**config.mk**
```make
export PLATFORM = sky130hd
export DESIGN_NAME = givens_q_accum_flat
export DESIGN_NICKNAME = d
export VERILOG_FILES = /design/src/rtl/givens_q_accum_if.sv /design/src/rtl/givens_q_accum.sv /design/src/flat_wrapper.sv
export SDC_FILE = /design/constraint.sdc
export NUM_CORES = 2
export LEC_CHECK = 0
export ABC_AREA = 1
export ABC_CLOCK_PERIOD_IN_PS = 28300
export BUFFER_PORTS_ARGS = -buffer_cell sky130_fd_sc_hd__buf_2
export CELL_PAD_IN_SITES_DETAIL_PLACEMENT = 2
export CELL_PAD_IN_SITES_GLOBAL_PLACEMENT = 2
export CORE_AREA = 5 5 398 361
export DETAILED_ROUTE_END_ITERATION = 8
export DIE_AREA = 0 0 403 366
export PLACE_DENSITY_LB_ADDON = 0.2
export SLEW_MARGIN = 0
export SYNTH_ARGS = -nofsm -noshare
export SYNTH_HDL_FRONTEND = slang
export SYNTH_SLANG_ARGS = --single-unit
```
**constraint.sdc**
```tcl
create_clock -name clk -period 28.3 [get_ports clk]
set_input_delay 0 -clock clk [delete_from_list [all_inputs] [get_ports clk]]
set_output_delay 0 -clock clk [all_outputs]
set_load 0.01 [all_outputs]
```
**src/rtl/givens_q_accum_if.sv**
```systemverilog
`default_nettype none
// ============================================================================
// Module   : givens_q_accum_if
// Brief    : Control, rotation and readout bundle for givens_q_accum.
// Revision : 1.0
// ============================================================================
interface givens_q_accum_if #(
    parameter int N    = 4,
    parameter int SIZE = 16
);
    localparam int c_pw = $clog2(N);

    logic                   init;
    logic                   rot_valid;
    logic                   rot_ready;
    logic [c_pw-1:0]        p;
    logic [c_pw-1:0]        q;
    logic signed [SIZE-1:0] cos;
    logic signed [SIZE-1:0] sin;
    logic                   read;
    logic                   done;
    logic                   err;
    logic signed [SIZE-1:0] q_out;
    logic                   q_valid;
    logic                   finish;

    modport master (
        output init, rot_valid, p, q, cos, sin, read,
        input  rot_ready, done, err, q_out, q_valid, finish
    );

    modport slave (
        input  init, rot_valid, p, q, cos, sin, read,
        output rot_ready, done, err, q_out, q_valid, finish
    );
endinterface
`default_nettype wire

```
**src/rtl/givens_q_accum.sv**
```systemverilog
`default_nettype none
// ============================================================================
// Module   : givens_q_accum
// Brief    : Accumulates Givens rotations into an N x N fixed-point Q matrix,
//            one row per cycle, with a row-major streaming readout.
// Revision : 1.0
// ============================================================================
module givens_q_accum #(
    parameter int N    = 4,
    parameter int SIZE = 16,
    parameter int FRAC = 12
) (
    input  logic            clk,
    input  logic            rst,
    givens_q_accum_if.slave bus
);
    localparam int c_pw = $clog2(N);
    localparam int c_rw = $clog2(N + 1);
    localparam int c_w2 = 2 * SIZE + 1;

    localparam logic [1:0] c_idle = 2'd0;
    localparam logic [1:0] c_rot  = 2'd1;
    localparam logic [1:0] c_read = 2'd2;

    localparam logic signed [SIZE-1:0] c_one  = SIZE'(1 << FRAC);
    localparam logic signed [SIZE-1:0] c_smax = {1'b0, {(SIZE-1){1'b1}}};
    localparam logic signed [SIZE-1:0] c_smin = {1'b1, {(SIZE-1){1'b0}}};
    localparam logic signed [c_w2-1:0] c_max  = {{(SIZE+2){1'b0}}, {(SIZE-1){1'b1}}};
    localparam logic signed [c_w2-1:0] c_min  = {{(SIZE+2){1'b1}}, {(SIZE-1){1'b0}}};

    logic [1:0]             r_state;
    logic [1:0]             w_state_nxt;
    logic [c_rw-1:0]        r_row;
    logic [c_pw-1:0]        r_pi;
    logic [c_pw-1:0]        r_qi;
    logic [c_pw-1:0]        r_rd_row;
    logic [c_pw-1:0]        r_rd_col;
    logic signed [SIZE-1:0] r_cos;
    logic signed [SIZE-1:0] r_sin;
    logic signed [SIZE-1:0] r_mat [N][N];

    logic                   r_done, r_err, r_finish, r_q_valid;
    logic signed [SIZE-1:0] r_q_out;
    logic                   w_done_nxt, w_err_nxt, w_finish_nxt, w_q_valid_nxt;
    logic signed [SIZE-1:0] w_q_out_nxt;

    logic w_idle, w_init_go, w_rot_hs, w_oob, w_bad, w_rot_go, w_rot_err, w_read_go;
    logic w_row_end, w_rd_last;

    function automatic logic signed [SIZE-1:0] f_sat(input logic signed [c_w2-1:0] v);
        if (v > c_max)
            f_sat = c_smax;
        else if (v < c_min)
            f_sat = c_smin;
        else
            f_sat = v[SIZE-1:0];
    endfunction

    // Priority init > rotation > read is resolved here; losers are dropped.
    assign w_idle    = (r_state == c_idle);
    assign w_init_go = w_idle & bus.init;
    assign w_rot_hs  = w_idle & ~bus.init & bus.rot_valid;
    assign w_bad     = (bus.p == bus.q) | w_oob;
    assign w_rot_go  = w_rot_hs & ~w_bad;
    assign w_rot_err = w_rot_hs & w_bad;
    assign w_read_go = w_idle & ~bus.init & ~bus.rot_valid & bus.read;

    generate
        if ((1 << c_pw) == N) begin : g_pow2
            assign w_oob = 1'b0;
        end else begin : g_npow2
            assign w_oob = (int'(bus.p) >= N) || (int'(bus.q) >= N);
        end
    endgenerate

    assign w_row_end = (r_state == c_rot) && (r_row == c_rw'(N));
    assign w_rd_last = (r_state == c_read) && (r_rd_row == c_pw'(N - 1))
                       && (r_rd_col == c_pw'(N - 1));

    // Row datapath: both products pairs use the pre-update values of the row.
    logic [c_pw-1:0]          w_ri;
    logic signed [SIZE-1:0]   w_a, w_b;
    logic signed [2*SIZE-1:0] w_ca, w_sb, w_sa, w_cb;
    logic signed [c_w2-1:0]   w_sum_p, w_sum_q, w_shp, w_shq;
    logic signed [SIZE-1:0]   w_new_p, w_new_q;

    assign w_ri    = r_row[c_pw-1:0];
    assign w_a     = r_mat[w_ri][r_pi];
    assign w_b     = r_mat[w_ri][r_qi];
    assign w_ca    = r_cos * w_a;
    assign w_sb    = r_sin * w_b;
    assign w_sa    = r_sin * w_a;
    assign w_cb    = r_cos * w_b;
    assign w_sum_p = {w_ca[2*SIZE-1], w_ca} - {w_sb[2*SIZE-1], w_sb};
    assign w_sum_q = {w_sa[2*SIZE-1], w_sa} + {w_cb[2*SIZE-1], w_cb};
    assign w_shp   = w_sum_p >>> FRAC;
    assign w_shq   = w_sum_q >>> FRAC;
    assign w_new_p = f_sat(w_shp);
    assign w_new_q = f_sat(w_shq);

    always_ff @(posedge clk or posedge rst) begin
        if (rst)
            r_state <= c_idle;
        else
            r_state <= w_state_nxt;
    end

    always_comb begin
        w_state_nxt = r_state;
        case (r_state)
            c_idle: begin
                if (w_rot_go)
                    w_state_nxt = c_rot;
                else if (w_read_go)
                    w_state_nxt = c_read;
            end
            c_rot:   if (w_row_end) w_state_nxt = c_idle;
            c_read:  if (w_rd_last) w_state_nxt = c_idle;
            default: w_state_nxt = c_idle;
        endcase
    end

    always_comb begin
        w_done_nxt    = w_row_end;
        w_err_nxt     = w_rot_err;
        w_finish_nxt  = w_rd_last;
        w_q_valid_nxt = w_read_go | (r_state == c_read);
        w_q_out_nxt   = r_q_out;
        if (w_read_go)
            w_q_out_nxt = r_mat[0][0];
        else if (r_state == c_read)
            w_q_out_nxt = r_mat[r_rd_row][r_rd_col];
    end

    always_ff @(posedge clk or posedge rst) begin
        if (rst) begin
            r_done    <= 1'b0;
            r_err     <= 1'b0;
            r_finish  <= 1'b0;
            r_q_valid <= 1'b0;
            r_q_out   <= '0;
        end else begin
            r_done    <= w_done_nxt;
            r_err     <= w_err_nxt;
            r_finish  <= w_finish_nxt;
            r_q_valid <= w_q_valid_nxt;
            r_q_out   <= w_q_out_nxt;
        end
    end

    // Readout emits element [0][0] on the start edge, so the walk begins at [0][1].
    always_ff @(posedge clk or posedge rst) begin
        if (rst) begin
            r_row    <= '0;
            r_pi     <= '0;
            r_qi     <= '0;
            r_cos    <= '0;
            r_sin    <= '0;
            r_rd_row <= '0;
            r_rd_col <= '0;
        end else begin
            if (w_rot_go) begin
                r_pi  <= bus.p;
                r_qi  <= bus.q;
                r_cos <= bus.cos;
                r_sin <= bus.sin;
                r_row <= '0;
            end else if (r_state == c_rot && !w_row_end) begin
                r_row <= r_row + c_rw'(1);
            end
            if (w_read_go) begin
                r_rd_row <= '0;
                r_rd_col <= c_pw'(1);
            end else if (r_state == c_read) begin
                if (r_rd_col == c_pw'(N - 1)) begin
                    r_rd_col <= '0;
                    r_rd_row <= r_rd_row + c_pw'(1);
                end else begin
                    r_rd_col <= r_rd_col + c_pw'(1);
                end
            end
        end
    end

    always_ff @(posedge clk or posedge rst) begin
        if (rst) begin
            for (int i = 0; i < N; i++)
                for (int j = 0; j < N; j++)
                    r_mat[i][j] <= (i == j) ? c_one : '0;
        end else if (w_init_go) begin
            for (int i = 0; i < N; i++)
                for (int j = 0; j < N; j++)
                    r_mat[i][j] <= (i == j) ? c_one : '0;
        end else if (r_state == c_rot && !w_row_end) begin
            r_mat[w_ri][r_pi] <= w_new_p;
            r_mat[w_ri][r_qi] <= w_new_q;
        end
    end

    assign bus.rot_ready = w_idle;
    assign bus.done      = r_done;
    assign bus.err       = r_err;
    assign bus.finish    = r_finish;
    assign bus.q_valid   = r_q_valid;
    assign bus.q_out     = r_q_out;
endmodule
`default_nettype wire

```
**src/flat_wrapper.sv**
```systemverilog
// flat-port wrapper written by rule: the top's interface ports become plain ports
module givens_q_accum_flat 
#(
    parameter int N    = 4,
    parameter int SIZE = 16,
    parameter int FRAC = 12
)
  (clk, rst, bus_init, bus_rot_valid, bus_p, bus_q, bus_cos, bus_sin, bus_read, bus_rot_ready, bus_done, bus_err, bus_q_out, bus_q_valid, bus_finish);
  givens_q_accum_if #(.N(N), .SIZE(SIZE)) bus_i ();
  input  logic clk;
  input  logic rst;
  input wire logic [$bits(bus_i.init)-1:0] bus_init;
  input wire logic [$bits(bus_i.rot_valid)-1:0] bus_rot_valid;
  input wire logic [$bits(bus_i.p)-1:0] bus_p;
  input wire logic [$bits(bus_i.q)-1:0] bus_q;
  input wire logic [$bits(bus_i.cos)-1:0] bus_cos;
  input wire logic [$bits(bus_i.sin)-1:0] bus_sin;
  input wire logic [$bits(bus_i.read)-1:0] bus_read;
  output wire logic [$bits(bus_i.rot_ready)-1:0] bus_rot_ready;
  output wire logic [$bits(bus_i.done)-1:0] bus_done;
  output wire logic [$bits(bus_i.err)-1:0] bus_err;
  output wire logic [$bits(bus_i.q_out)-1:0] bus_q_out;
  output wire logic [$bits(bus_i.q_valid)-1:0] bus_q_valid;
  output wire logic [$bits(bus_i.finish)-1:0] bus_finish;
  assign bus_i.init = bus_init;
  assign bus_i.rot_valid = bus_rot_valid;
  assign bus_i.p = bus_p;
  assign bus_i.q = bus_q;
  assign bus_i.cos = bus_cos;
  assign bus_i.sin = bus_sin;
  assign bus_i.read = bus_read;
  assign bus_rot_ready = bus_i.rot_ready;
  assign bus_done = bus_i.done;
  assign bus_err = bus_i.err;
  assign bus_q_out = bus_i.q_out;
  assign bus_q_valid = bus_i.q_valid;
  assign bus_finish = bus_i.finish;
  givens_q_accum #(.N(N), .SIZE(SIZE), .FRAC(FRAC)) u_core (.clk(clk), .rst(rst), .bus(bus_i));
endmodule
```
Word level (Yosys, flattened, before mapping)
Cells that the tools add are included.

Bits in registers: 321. Word-level logic and storage cells: 136.

Multiply operators: 4. Bitwise logic cells: 16. Reductions and logical operators: 15. $add $sub $neg: 5. $lt $le $gt $ge: 12. Mux-type cells: 46. Equal/unequal tests: 9.

Operator list (number): 256-bit bitwise mux (2); 256-bit two-way mux (2); 64-bit two-way mux (6); 64-bit binary-select mux with 2-bit select (2); 64-bit demux with 2-bit select (2); 16-bit two-way mux (14); 16-bit by 16-bit multiplier with 32-bit output (4); 16-bit binary-select mux with 2-bit select (3); 16-bit demux with 2-bit select (2); 21-bit by 16-bit > comparator with 1-bit output (second input constant) (2); 21-bit by 16-bit < comparator with 1-bit output (second input constant) (2); 32-bit by 32-bit adder with 33-bit output (1); 32-bit by 32-bit subtractor with 33-bit output (1); 2-bit two-way mux (10); 3-bit greater-or-equal comparator (second input constant) (5); 2-bit NOT with 3-bit output (5); 3-bit by 1-bit < comparator with 1-bit output (second input constant) (3); 2-bit nonzero test (4); 1-bit bitwise AND (7); 1-bit logical AND (7); 2-bit == test (second input constant) (3); 3-bit two-way mux (2); 2-bit case mux with 3 select lines (1); 2-bit by 1-bit adder with 2-bit output (second input constant) (2); other kinds (12) (15).

Depth between registers and ports, before layout
Depth after elaboration: 16. Depth in mapped cells: 52. Gate-level depth less buffers: 46.

Worst setup path after synthesis
Ideal clock, no wire load.

Kind: register to register. Start point: register u_core.r_row[0]. End point: register u_core.r_mat[122] (netlist name). Stages on the path, launching flop included: 41. Setup time: 0.118 ns. Path slack: 19.385 ns. Data arrival time: 8.797 ns. Cell sequence: dfrtp_1 > inv_2 > buf_2 > clkbuf_1 > clkbuf_1 > nor2_1 > o21ai_0 > nand2_1 > nand4_1 > clkbuf_1 > nand2_1 > fa_1 > inv_1 > fa_1 > inv_1 > fa_1 > inv_1 > fa_1 > (+5 left out) > inv_1 > ha_1 > a21oi_1 > inv_1 > a21oi_1 > nor3_1 > nor4_1 > nand2_1 > nand2_1 > nand2_1 > nor3_1 > nand2_1 > nand2_4 > buf_6 > buf_2 > nand3_1 > nand3_1 > nand2_1.

Longest elaborated chain between the ends: 16. Elaborated cells on any way between the ends: 40. Those cells by class: add/sub (2); mul (4); order compare (6); eq/ne (1); mux (21); bitwise (1); reduce/logical (5).

RTL lines: start, declared (line givens_q_accum.sv:33) `logic [c_rw-1:0] r_row;`; start signal, assigned (line givens_q_accum.sv:169) `r_row <= r_row + c_rw'(1);`; 2-bit NOT with 3-bit output (not written as such); 64-bit binary-select mux with 2-bit select (line givens_q_accum.sv:88, givens_q_accum.sv:89); 64-bit two-way mux (not written as such) (2 in a row) (line givens_q_accum.sv:88, givens_q_accum.sv:89); 16-bit binary-select mux with 2-bit select (on tied branches) (line givens_q_accum.sv:88, givens_q_accum.sv:89); 16-bit two-way mux (on tied branches) (2 in a row) (line givens_q_accum.sv:88, givens_q_accum.sv:89); 16-bit by 16-bit multiplier with 32-bit output (on tied branches) (line givens_q_accum.sv:90, givens_q_accum.sv:91); 32-bit by 32-bit subtractor with 33-bit output (line givens_q_accum.sv:94) `assign w_sum_p = {w_ca[2*SIZE-1], w_ca} - {w_sb[2*SIZE-1], w_sb};`; 21-bit by 16-bit < comparator with 1-bit output (line givens_q_accum.sv:53) `else if (v < c_min)`; 16-bit two-way mux (line givens_q_accum.sv:53); 16-bit two-way mux (line givens_q_accum.sv:51) `if (v > c_max)`; 256-bit bitwise mux (line givens_q_accum.sv:195) `r_mat[w_ri][r_pi] <= w_new_p;`; 256-bit bitwise mux (line givens_q_accum.sv:196) `r_mat[w_ri][r_qi] <= w_new_q;`; 256-bit two-way mux (line givens_q_accum.sv:194) `end else if (r_state == c_rot && !w_row_end) begin`; 256-bit two-way mux (line givens_q_accum.sv:190) `end else if (w_init_go) begin`; end signal, assigned by index (line givens_q_accum.sv:189) `r_mat[i][j] <= (i == j) ? c_one : '0;`; end signal, assigned by index (line givens_q_accum.sv:195); end signal, assigned by index (line givens_q_accum.sv:196); end, declared (line givens_q_accum.sv:40) `logic signed [SIZE-1:0] r_mat [N][N];`.

Several ways; a longest one is shown, not always the timed one. The select of a mux whose other input is x is not followed. A chain may end at the register's enable or synchronous reset.

Worst setup path after layout
Start point: register u_core.r_row[0]. End point: register u_core.r_mat[210] (netlist name).

Same word-level chain as after synthesis.

==> results.ini <==
[logic_synthesis]
synth_area_leaders = fa_1 (39%), dfrtp_1 (13%), inv_1 (9.5%)
synthMuxAreaShare_pct = 0
synthXorXnorAreaFrac_pct = 1.01
yosys-top-cells-count = inv_1 (1,536), nand2_1 (1,499), fa_1 (1,172)
synth.ff_latch_count = 321
syn_inst = 7683
yosys.area.top_type = fa_1
synth_compound_area_share_pct = 6.74
synth.most_common_cell = inv_1
yosys.area.top_type_share_pct = 38.7
synth_top_family_by_area = adder cells
ys_seq_area_share_pct = 13.3
yosys_warnings = 0
synth_edf_count = 0
synth_ff_type = dfrtp_1
synthAdderAreaFrac_pct = 45.1
async_reset_ff_share_pct = 100
synth_fp_nets = 9204
synth_cell_types = 56
netlist_area_um2 = 60600
synth-simple-area-share_pct = 21.0
syn_area_per_cell_um2 = 7.89

[place]
place.gp.congestion = 0.963
dp_hpwl_mm = 230
portBuffers = 61

[clocking]
clkSinkCount = 321
postCtsResizedCells = 0
cts_made_buffers = 46
tritoncts = built
clkTransAtPathRegs_ns = 0.06
htreeDepth = 2
clock_latency_ns = 0.67
cts_root_buf = clkbuf_16
postCtsSetupRepairBufs = 0
cts-hold-fix-buffers = 40
clockBufferDepth = 3

[setup_path]
crit_family = adder cells
startpoint_type = flip-flop
cpMaxStageDelayCell = fa_1
end_kind = flip-flop
worstPathMaxFanout = 158
path_class = flip-flop to flip-flop
crit_required_ns = 28.80
cp_common_cell = fa_1
cp_slowest_stage_delay_ns = 0.99
critPathArrivalTime_ns = 15.06
critPathBufInv = 10

[sta]
fin_skew_ns = 0.0579
report.final.slew_viol_count = 0
fmax_mhz = 68.7
hold_viol = 5
tns_ns = 0
min_period_over_period_pct = 51.4
final-setup-viol-count = 0
maxSlewHeadroom_pct = 7.31
rsz0062_at_grt = no
period_needed_ns = 14.55
whs_ns = -0.0569
worst_pin_slew_ns = 1.38

[grt]
antenna_found_initial = 14
gr-usage-all-layers_pct = 42.1
grt_pass1_vias = 67100
grt_start_max_net_pins = 159
grt_pass1_wl_mm = 457
globalRouteOverflowTotal = 0

[routing]
vias = 58600
wl_per_cell_um = 32.9
first_pass_iters = 5
drcViolationCount = 0
via_per_inst = 6.17
drt_iter0_drc = 5750
finalWirelength_mm = 313
ant_nets = 0

[floorplan]
die_w_um = 403
fp-row-count = 130
die_h_um = 366
core_um2 = 139000
boundaryPins = 62
start_util_pct = 43.6
die_area_um2 = 147000

[run_status]
outcome = complete, but fails checks
violations = hold timing

[finish]
area_delta_synth_final_pct = 6.86
final_nets = 9114
n_fill_cell = 15900
final_layout_size_suffix_gt1_share_pct = 5.61

[worst_hold_path]
hold_path_class = primary input to asynchronous set/reset pin

[job]
cap_viol_max_count = 0

placed cells by master (no fill, tap or decap), drive strengths merged, types with 2 or more instances in the layout:
cell         count
ha             308
o21a             2
nor4            11
nor2           879
clkinv          35
dfrtp          317
o21bai           4
dfstp            4
o211ai          58
nor3            16
xor2            39
a21boi           2
a21o             7
nand3          589
buf            238
clkbuf          70
xnor2           30
o21ai          429
fa            1172
diode           21
o31ai            4
nand4           34
o22ai           10
bufinv           3
a211oi           2
nand3b           5
o221a            2
nand2         1533
dlygate4sd3     40
inv           1564
a21oi          175
a31oi           19
o221ai          24
logic make-up (layout without fill, tap and decap cells):
kind of cell / Yosys count / in the layout
adders and majority gates: 1480 / 1480
other: 0 / 21
DFF: 321 / 321
and+or+nand+nor: 3069 / 3069
buffers and inverters: 2003 / 1951
AOI/OAI and AO/OA: 741 / 741
xor gates and xnor gates: 69 / 69
metrics by stage:
| stage | hold slack [ns] | area [µm²] | setup slack (ns) | instances | utilization (%) |
|---|---|---|---|---|---|
| 2_1_floorplan | 0.121 | 60600 | 19.38 | 7683 | - |
| 3_3_place_gp | 0.172 | 62700 | 15.00 | 9353 | 45.2 |
| 3_5_place_dp | 0.176 | 62700 | 14.31 | 9353 | 45.2 |
| 4_1_cts | 0.00276 | 64700 | 14.15 | 9479 | 46.6 |
| 5_1_grt | 0.0644 | 64700 | 13.39 | 9480 | 46.6 |
| 6_report | -0.0569 | 64800 | 13.75 | 9500 | 46.6 |
worst register-to-register path: cells and delay by family (launching register included):
family,cells,cell delay [ns]
AO/OA/AOI/OAI,2,0.88
adder cells (fa/ha/maj),9,4.99
buffers and inverters,10,4.26
flip-flops,1,0.77
AND/OR/NAND/NOR,16,3.51
worst paths after layout:
kind,start,to,slack [ns],cells past startpoint
worst max register to register,u_core.r_row[0],u_core.r_mat[210],13.75,37
min in group clk,bus_init,u_core.r_mat[252],0.04,6
worst min register to register,u_core.r_mat[171],u_core.r_mat[171],0.49,2
max in group asynchronous,rst,u_core.r_sin[11],26.06,5
worst max-delay path,u_core.r_row[0],u_core.r_mat[210],13.75,37
worst min-delay path,rst,u_core.bus.q_out[8],-0.06,3
sequential cells by signal, summed over array words and instances (netlist names):
signal              count
u_core.r_mat          256
u_core.bus.q_out       16
u_core.r_cos           16
u_core.r_sin           16
u_core.r_row            3
u_core.r_pi             2
u_core.r_qi             2
u_core.r_rd_col         2
u_core.r_rd_row         2
u_core.r_state          2
u_core.bus.done         1
u_core.bus.err          1
u_core.bus.finish       1
u_core.bus.q_valid      1
routing by layer:
metal	global-route usage [%]	vias up	wire length, µm
li1	-	22900	-
met1	54.2	30900	118000
met2	64.3	3707	139000
met3	11.3	1147	34200
met4	24.2	4	21500
met5	0	-	27
cell type report:
type / instances / area [µm²] / share of cell area [%]
antenna: 21 / 52.6 / 0.0812
clock buffer: 70 / 1350 / 2.09
clock inverter: 16 / 203 / 0.313
inverter: 1587 / 5970 / 9.22
multi-input combinational: 5359 / 44800 / 69.1
sequential: 321 / 8060 / 12.4
tap: 1848 / 2310 / 3.57
timing repair buffer: 278 / 2030 / 3.14
Power is left out: the tool's default activity adds up to more than one toggle a clock period on the data nets, which glitch-free logic cannot reach.
